[config.mk]
export PLATFORM = sky130hd
export DESIGN_NAME = bcd_updown_counter
export DESIGN_NICKNAME = d
export VERILOG_FILES = /design/src/rtl/bcd_updown_counter.sv
export SDC_FILE = /design/constraint.sdc
export NUM_CORES = 1
export LEC_CHECK = 0
export CORE_ASPECT_RATIO = 0.75
export CORE_MARGIN = 8
export CORE_UTILIZATION = 30
export DETAILED_ROUTE_END_ITERATION = 6
export GPL_ROUTABILITY_DRIVEN = 0
export SLEW_MARGIN = 20
export SYNTH_ARGS = -nofsm -noshare
export SYNTH_HDL_FRONTEND = slang
export SYNTH_SLANG_ARGS = --single-unit
[constraint.sdc]
create_clock -name div_clock -period 2.55 [get_ports div_clock]
set_input_delay 0.51 -clock div_clock [delete_from_list [all_inputs] [get_ports div_clock]]
set_output_delay 0.51 -clock div_clock [all_outputs]
set_load 0.1 [all_outputs]
[src/rtl/bcd_updown_counter.sv]
// N-digit packed-BCD up/down counter with clear, load, saturate/wrap policy.
// Ports: div_clock, reset(async high), enable, up_down, clear, load, load_value -> count, at_max, at_zero, wrapped.
module bcd_updown_counter #(
  parameter int NUM_DIGITS = 4,
  parameter logic [4*NUM_DIGITS-1:0] MAX_BCD = 16'h1903,
  parameter bit WRAP = 1'b0
) (
  input  logic                    div_clock,
  input  logic                    reset,
  input  logic                    enable,
  input  logic                    up_down,
  input  logic                    clear,
  input  logic                    load,
  input  logic [4*NUM_DIGITS-1:0] load_value,
  output logic [4*NUM_DIGITS-1:0] count,
  output logic                    at_max,
  output logic                    at_zero,
  output logic                    wrapped
);

  localparam int W = 4 * NUM_DIGITS;

  logic [W-1:0] count_next;
  logic [W-1:0] count_inc;
  logic [W-1:0] count_dec;
  logic [W-1:0] load_clamp;
  logic [W-1:0] load_sat;
  logic         wrap_next;

  assign at_max  = (count == MAX_BCD);
  assign at_zero = (count == '0);

  // Carry into digit i is set when every lower digit is 9.
  always_comb begin
    logic c;
    logic [3:0] d;
    count_inc = '0;
    c = 1'b1;
    for (int i = 0; i < NUM_DIGITS; i++) begin
      d = count[4*i +: 4];
      if (c) begin
        if (d == 4'd9) begin
          d = 4'd0;
        end else begin
          d = d + 4'd1;
          c = 1'b0;
        end
      end
      count_inc[4*i +: 4] = d;
    end
  end

  // Borrow into digit i is set when every lower digit is 0.
  always_comb begin
    logic b;
    logic [3:0] d;
    count_dec = '0;
    b = 1'b1;
    for (int i = 0; i < NUM_DIGITS; i++) begin
      d = count[4*i +: 4];
      if (b) begin
        if (d == 4'd0) begin
          d = 4'd9;
        end else begin
          d = d - 4'd1;
          b = 1'b0;
        end
      end
      count_dec[4*i +: 4] = d;
    end
  end

  // With every nibble in 0-9, binary order of the packed
  // word equals decimal order, so a plain compare works.
  always_comb begin
    load_clamp = '0;
    for (int i = 0; i < NUM_DIGITS; i++) begin
      if (load_value[4*i +: 4] > 4'd9)
        load_clamp[4*i +: 4] = 4'd9;
      else
        load_clamp[4*i +: 4] = load_value[4*i +: 4];
    end
    load_sat = (load_clamp > MAX_BCD) ? MAX_BCD : load_clamp;
  end

  always_comb begin
    count_next = count;
    wrap_next  = 1'b0;
    priority case (1'b1)
      clear: count_next = '0;
      load:  count_next = load_sat;
      enable && up_down: begin
        if (at_max) begin
          if (WRAP) begin
            count_next = '0;
            wrap_next  = 1'b1;
          end
        end else begin
          count_next = count_inc;
        end
      end
      enable: begin
        if (at_zero) begin
          if (WRAP) begin
            count_next = MAX_BCD;
            wrap_next  = 1'b1;
          end
        end else begin
          count_next = count_dec;
        end
      end
      default: ;
    endcase
  end

  always_ff @(posedge div_clock or posedge reset) begin
    if (reset) begin
      count   <= '0;
      wrapped <= 1'b0;
    end else begin
      count   <= count_next;
      wrapped <= wrap_next;
    end
  end

endmodule

* Yosys cells after proc, flatten, opt, wreduce, memory -nomap -nowiden
Index checks and enable logic that the tools add are counted. Widths: inputs -> output; s select.
Cells by class: order comparisons 5, equality and inequality tests 10, add/subtract/negate cells 8, reductions and logical operators 14, muxes and demuxes 35
Operator list (number):
- $mux 16 | 7
- $mux 4 | 18
- $add 4x1->4 const B | 4
- $eq 16x13->1 const B | 1
- $eq 4x4->1 const B | 4
- $gt 16x13->1 const B | 1
- $gt 4x4->1 const B | 4
- $logic_not 16->1 | 1
- $logic_not 4->1 | 4
- $ne 4x4->1 const B | 4
- $reduce_bool 4->1 | 4
- $sub 4x1->4 const B | 4
- $reduce_and 5->1 | 3
- $mux 1 | 10
- $ne 4x3->1 const B | 1
- $reduce_and 3->1 | 1
- $logic_and 1x1->1 | 1
Storage, ports and cells: bits in registers 16, logic and storage cells 76, bits of input ports 22

* Logic depth before layout (Yosys ltp)
Gate-level depths: netlist of run 1.
depth in word-level cells 10, mapped depth 8

* Worst setup path after synthesis of run 1
Ideal clock, no wire load.
kind reg2out, from register count[5], to output at_zero, cell stages (with the launch flop) 6, arrival 2.944 ns, slack -0.904 ns, path buffers 0, cell sequence dfrtp_1 inv_1 ha_1 nor3b_4 nand4_1 nor2_1
Between the ends: longest elaborated chain between the ends 1
Ends and longest elaborated chain:
- start: declaration | RTL line 15 | output logic [4*NUM_DIGITS-1:0] count,
- start signal: assignment | RTL line 121 | count <= count_next;
- $logic_not 16->1 | RTL line 31 | assign at_zero = (count == '0);
- end: declaration | RTL line 17 | output logic at_zero,
Every way passes these cells.

* Worst setup path after layout of run 1
from register count[5], to output at_max
Between the ends: longest elaborated chain between the ends 1
Ends and longest elaborated chain:
- $eq 16x13->1 | RTL line 30 | assign at_max = (count == MAX_BCD);
- end: declaration | RTL line 16 | output logic at_max,
Every way passes these cells.

==> results of run 1 <==
## power groups by stage
stage / clock (mW) / combinational, mW / sequential (mW)
after global routing: 0.254 / 0.600 / 0.310
after global placement: 0 / 0.543 / 0.310
after CTS: 0.247 / 0.547 / 0.305
after floorplan: 0 / 0.264 / 0.416
final: 0.242 / 0.563 / 0.306
after detailed placement: 0 / 0.544 / 0.310
## per-layer routing
| metal | vias up | part of all wire [%] | GRT usage (%) |
|---|---|---|---|
| li1 | 1060 | - | - |
| met1 | 1034 | 49 | 20.70 |
| met2 | 93 | 40 | 18.96 |
| met3 | 6 | 9.8 | 4.003 |
| met4 | 0 | 0.75 | 2.200 |
| met5 | - | 0 | 0 |
## per-stage QoR
stage          total power, mW  utilization (%)  hold WS (ps)  setup TNS, ps
6_report                 1.110            41.85         594.9              0
5_1_grt                  1.165            41.85         627.0              0
4_1_cts                  1.098            41.42         597.0              0
3_5_place_dp            0.8546            40.55         575.2         -1.699
3_3_place_gp            0.8532            40.55         580.2              0
2_1_floorplan           0.6792                -         423.3         -54.50
## cell usage after synthesis, types with 3 or more instances
| cell | n |
|---|---|
| a21oi_1 | 11 |
| a221oi_1 | 4 |
| a22oi_1 | 4 |
| a31oi_1 | 6 |
| and3_1 | 3 |
| and4_2 | 3 |
| and4b_1 | 3 |
| buf_2 | 6 |
| clkbuf_1 | 7 |
| dfrtp_1 | 16 |
| ha_1 | 9 |
| inv_1 | 16 |
| mux2_2 | 3 |
| mux2i_1 | 3 |
| nand2_1 | 16 |
| nand2b_1 | 3 |
| nand3_1 | 14 |
| nand4_1 | 5 |
| nor2_1 | 24 |
| nor3_1 | 10 |
| nor3b_1 | 3 |
| nor4_1 | 3 |
| nor4b_1 | 3 |
| o211ai_1 | 3 |
| o21ai_0 | 10 |
| o2bb2ai_1 | 4 |
| o31ai_1 | 5 |
| xnor2_1 | 4 |
## logic make-up (layout without fill, tap and decap cells)
family | Yosys count | count (layout) | synth area share, %
other | 1 | 1 | 0.1892
AND/OR/NAND/NOR | 106 | 106 | 31.57
adder cells (fa/ha/maj) | 9 | 9 | 5.682
XOR/XNOR | 4 | 4 | 1.767
buffers and inverters | 35 | 88 | 8.207
flip-flops | 16 | 16 | 20.20
multiplexers | 6 | 6 | 3.220
AO/OA/AOI/OAI | 74 | 74 | 29.17
## cells in the final DEF (no fill, tap or decap), types with 10 or more instances in the layout
master,instances
o21ai_0,10
inv_1,16
buf_4,44
nor3_1,10
nand3_1,14
clkdlybuf4s50_1,21
nand2_1,16
nor2_1,23
a21oi_1,11
## cell type report
type	count	area, um2	share of cell area [%]
inverters	16	60.06	2.260
flip-flops and latches	16	409.1	15.40
multi-input cells	200	1431	53.86
well taps	81	101.3	3.814
clock buffers	4	55.05	2.072
repair buffers	68	600.6	22.60
## path summary, 6_finish.rpt
check                      cells after the start                  from  slack (ps)               endpoint
max in group asynchronous                      2                 reset        1410  count[10]$_DFFE_PP0P_
hold reg to reg                                1  count[5]$_DFFE_PP0P_         590   count[5]$_DFFE_PP0P_
min in group asynchronous                      2                 reset         660   count[5]$_DFFE_PP0P_
hold / removal                                 1  count[5]$_DFFE_PP0P_         590   count[5]$_DFFE_PP0P_
setup / recovery                               6  count[5]$_DFFE_PP0P_         140                 at_max
setup reg to reg                               9  count[5]$_DFFE_PP0P_         230  count[12]$_DFFE_PP0P_
## what timing repair did
item	4_1_cts	5_1_grt
endpoints found under the setup margin	0	1
buffers inserted	0	3
gates resized for setup	0	1
hold buffers	0	0
==> run metrics, run 1 <==
status completed; Filler Cell Count 664; Mapped Nets 282; most area-consuming cells after synthesis dfrtp_1, ha_1, nor2_1; die span in x 109.9 um; pre-CTS WS -1.699 ps; Core ar. 0.006350 mm2; final wirelength 6503 um; largest net degree at the start of global routing 19; Mapped Avg Cell Area 7.896 um2; Avg WL per Cell 16.89 um; Placement Cell Area 0.002575 mm2; Logic pwr share 50.7%; crit-path cells inv_1 > ha_1 > nor3b_4 > buf_4 > and4_2 > buf_12; global route overflow 0; max-cap viol count 0; synthesized instance count 251; vias in the first global route 2,131; share of layout cells above drive strength 1 26.32%; starting density of the core 31.21%; final instance area 0.002658 mm2; CP max stage cell dfrtp_2; CP peak stage delay 450 ps; maximum root-to-sink buffer count 2; worst path buffer plus inverter count 3; Die Area 0.009490 mm2; Startpoint Class flop; Worst VDD drop 0.1663 mV; HPWL Detailed 5188 um; synthesis-stage register bit count 16; CTS sink cnt 16; sw frac 43.80%; Placed Cells 378; Post-DRT Antenna Nets 0; Top delay family on crit path simple AND/OR/NAND/NOR gates; worst-skew pair later-pin latency 260 ps; Max FO, Critical Path 7; Post-synth top flop dfrtp_1; Hold Path Class flop to flop; Area growth syn-to-layout 34.09%; Required @ worst endpoint 2040 ps; Largest regs count: 16 flops; # DRC 0; Die H 86.39 um; CP Capture Type output port; P_int 624.0 uW; CP arrival 1900 ps; post-synth top area share 20.20%; crit share post-route 94.70%; Post-Synthesis Cell Area 0.001982 mm2; most flop-heavy register count; Initial DRT Pass Iterations 5; clk slew on worst S/H paths 70 ps; final hold violation count 0; routed via count 2,193; Yosys warnings 0; CTS tree done; largest area contributor in the netlist dfrtp_1; H-tree depth 1; Global Route Usage Sum 13.85%; Seq/Total Area, Yosys 20.20%; switching pwr 486.4 uW; Power Density 417.8 mW/mm2; cts bufs inserted 3; Lkg Pwr 1.066 nW; sequential fraction of design power 27.6%; via-per-instance ratio 5.696; Setup CP Type flop to output port; RSZ-0062 raised after global routing false; # rows 25; first-pass GRT wire length 10,760 um; fin cells 385; slew at the pin with the worst max-slew slack 693.5 ps; initial antenna violation count 0; post-synthesis async set-or-reset flop share 100.0%; max FFs per register 16; Final #Nets 336; power share of the clock group 21.8%; IO Pins 41; Final min period 2415 ps; PortBufs 39; final slew viol count 0; diode count 0; Worst Skew 0.8198 ps; starting DRC count in detailed routing 182; relative slew slack 53.71%; Root Buffer clkbuf_8; Post-synth EDFFs 0; synth unique cells 69; FMAX 414.1 MHz; Final setup viols 0; Final Worst Setup Slack 135.2 ps
(Power assumes the default switching activity.)
==> run 2: changes to the inputs <==
--- a/config.mk
+++ b/config.mk
@@ -5,11 +5,15 @@
 export SDC_FILE = /design/constraint.sdc
 export NUM_CORES = 1
 export LEC_CHECK = 0
+export CELL_PAD_IN_SITES_DETAIL_PLACEMENT = 1
+export CELL_PAD_IN_SITES_GLOBAL_PLACEMENT = 2
 export CORE_ASPECT_RATIO = 0.75
 export CORE_MARGIN = 8
 export CORE_UTILIZATION = 30
+export CTS_CLUSTER_DIAMETER = 150
 export DETAILED_ROUTE_END_ITERATION = 6
 export GPL_ROUTABILITY_DRIVEN = 0
+export PLACE_DENSITY_LB_ADDON = 0.1
 export SLEW_MARGIN = 20
 export SYNTH_ARGS = -nofsm -noshare
 export SYNTH_HDL_FRONTEND = slang
==> run 2 against run 1 <==
  * Die area stayed put
  * Clock-buffer cell count stayed put
  * Final area is 0.47% higher
  * Largest cell class unchanged
==> run metrics, run 2 (synthesis results as in run 1) <==
status completed; global route overflow 0; final wirelength 7684 um; most frequent cells in the layout buf_4, nor2_1, clkdlybuf4s50_1; vias in the first global route 2,301; worst path buffer plus inverter count 2; Filler Cell Count 774; Post-DRT Antenna Nets 0; H-tree depth 1; Final #Nets 339; fin util 42.05%; CTS tree done; area of the multi-input gates 0.001434 mm2; Final min period 2437 ps; IO Pins 41; Worst Skew 3.041 ps; # DRC 0; Avg WL per Cell 19.80 um; CP arrival 1930 ps; Final setup viols 0; Worst VDD drop 0.2083 mV; initial antenna violation count 0; share of layout cells above drive strength 1 27.36%; FMAX 410.3 MHz; sw frac 44.48%; via-per-instance ratio 5.626; maximum root-to-sink buffer count 2; Largest regs count: 16 flops; crit-path cells inv_1 > ha_2 > nor3b_2 > nand4_1 > nor2_4 > buf_12; power share of the clock group 21.6%; Startpoint Class flop; first-pass GRT wire length 12,610 um; relative slew slack 52.72%; CP Capture Type output port; Die H 86.39 um; max FFs per register 16; final hold violation count 0; register area 409.1 um2; Area growth syn-to-layout 34.72%; starting DRC count in detailed routing 73; crit share post-route 95.57%; Hold Path Class flop to flop; slew at the pin with the worst max-slew slack 708.4 ps; largest net degree at the start of global routing 19; sequential fraction of design power 27.3%; cts bufs inserted 3; die span in x 109.9 um; P_int 624.0 uW; final slew viol count 0; # rows 25; Top delay family on crit path simple AND/OR/NAND/NOR gates; CP peak stage delay 450 ps; CTS sink cnt 16; PortBufs 39; max-cap viol count 0; Fin Hold WS 641.6 ps; routed via count 2,183; HPWL Detailed 6118 um; Die Area 0.009490 mm2; clk slew on worst S/H paths 80 ps; Max FO, Critical Path 6; RSZ-0062 raised after global routing false; Global Route Usage Sum 16.43%; starting density of the core 31.21%; switching pwr 500.0 uW; Required @ worst endpoint 2040 ps; Power Density 421.0 mW/mm2; Initial DRT Pass Iterations 4; Setup CP Type flop to output port; Root Buffer clkbuf_8; diode count 0; CP max stage cell dfrtp_2; Logic pwr share 51.1%; most flop-heavy register count; commonest non-fill, non-tap cell in the layout buf_4; Core ar. 0.006350 mm2; Lkg Pwr 1.074 nW; hold_buf cts 0; worst-skew pair later-pin latency 260 ps
[run 2: cell types whose count changed in the layout (fill, tap and decap cells not counted), sizes merged]
cell	delta
buf	+3
[run 2: path summary, 6_finish.rpt]
kind / to / cells after the start / slack (ps) / start
max: at_zero / 6 / 110 / count[9]$_DFFE_PP0P_
min: count[1]$_DFFE_PP0P_ / 2 / 640 / count[1]$_DFFE_PP0P_
max reg2reg: count[13]$_DFFE_PP0P_ / 7 / 240 / count[9]$_DFFE_PP0P_
min reg2reg: count[1]$_DFFE_PP0P_ / 2 / 640 / count[1]$_DFFE_PP0P_
max in group asynchronous: count[0]$_DFFE_PP0P_ / 2 / 1400 / reset
min in group asynchronous: count[6]$_DFFE_PP0P_ / 2 / 660 / reset
[run 2: metrics by stage]
| stage | instance area, um2 | setup TNS (ps) | std cells | power, mW | worst slack (ps) |
|---|---|---|---|---|---|
| finish | 2670 | 0 | 388 | 1.124 | 113.0 |
| global route | 2670 | 0 | 388 | 1.188 | 33.30 |
| CTS | 2648 | 0 | 385 | 1.118 | 39.88 |
| detailed placement | 2585 | -44.66 | 381 | 0.8723 | -23.64 |
| global placement | 2585 | 0 | 381 | 0.8689 | 15.93 |
| floorplan | 1998 | -54.50 | 251 | 0.6792 | -54.50 |
[run 2: cell type report]
class / count / area share (%)
Tap cell: 81 / 3.796
Multi-Input combinational cell: 200 / 53.70
Sequential cell: 16 / 15.32
Clock buffer: 4 / 2.062
Inverter: 16 / 2.249
Timing Repair Buffer: 71 / 22.87
[run 2: worst register-to-register path, cell delays in order, from the launching register on]
cell	delay [ps]
dfrtp_2	450
inv_1	130
ha_2	280
a21bo_2	250
o22a_1	220
a2111oi_4	470
a31oi_1	160
a311oi_1	250
[run 2: layer usage]
layer  up-vias  track usage [%]  part of all wire, %
li1       1063                -                    -
met1      1066            24.40                   52
met3         2            3.188                  5.5
met2        52            24.39                   42
met4         0            1.222                 0.22
met5         -                0                    0
[run 2: power groups by stage]
| stage | logic (mW) | clock network (mW) | registers, mW |
|---|---|---|---|
| after CTS | 0.565 | 0.247 | 0.306 |
| after detailed placement | 0.561 | 0 | 0.311 |
| after global routing | 0.618 | 0.259 | 0.311 |
| final | 0.575 | 0.243 | 0.307 |
| after global placement | 0.558 | 0 | 0.311 |
| after floorplan | 0.264 | 0 | 0.416 |
[run 2: what timing repair did]
action                     4_1_cts  5_1_grt
setup endpoints to repair        1        1
gates cloned                     0        0
setup buffers                    0        3
pin swaps                        1        0
gates resized for setup          2        0
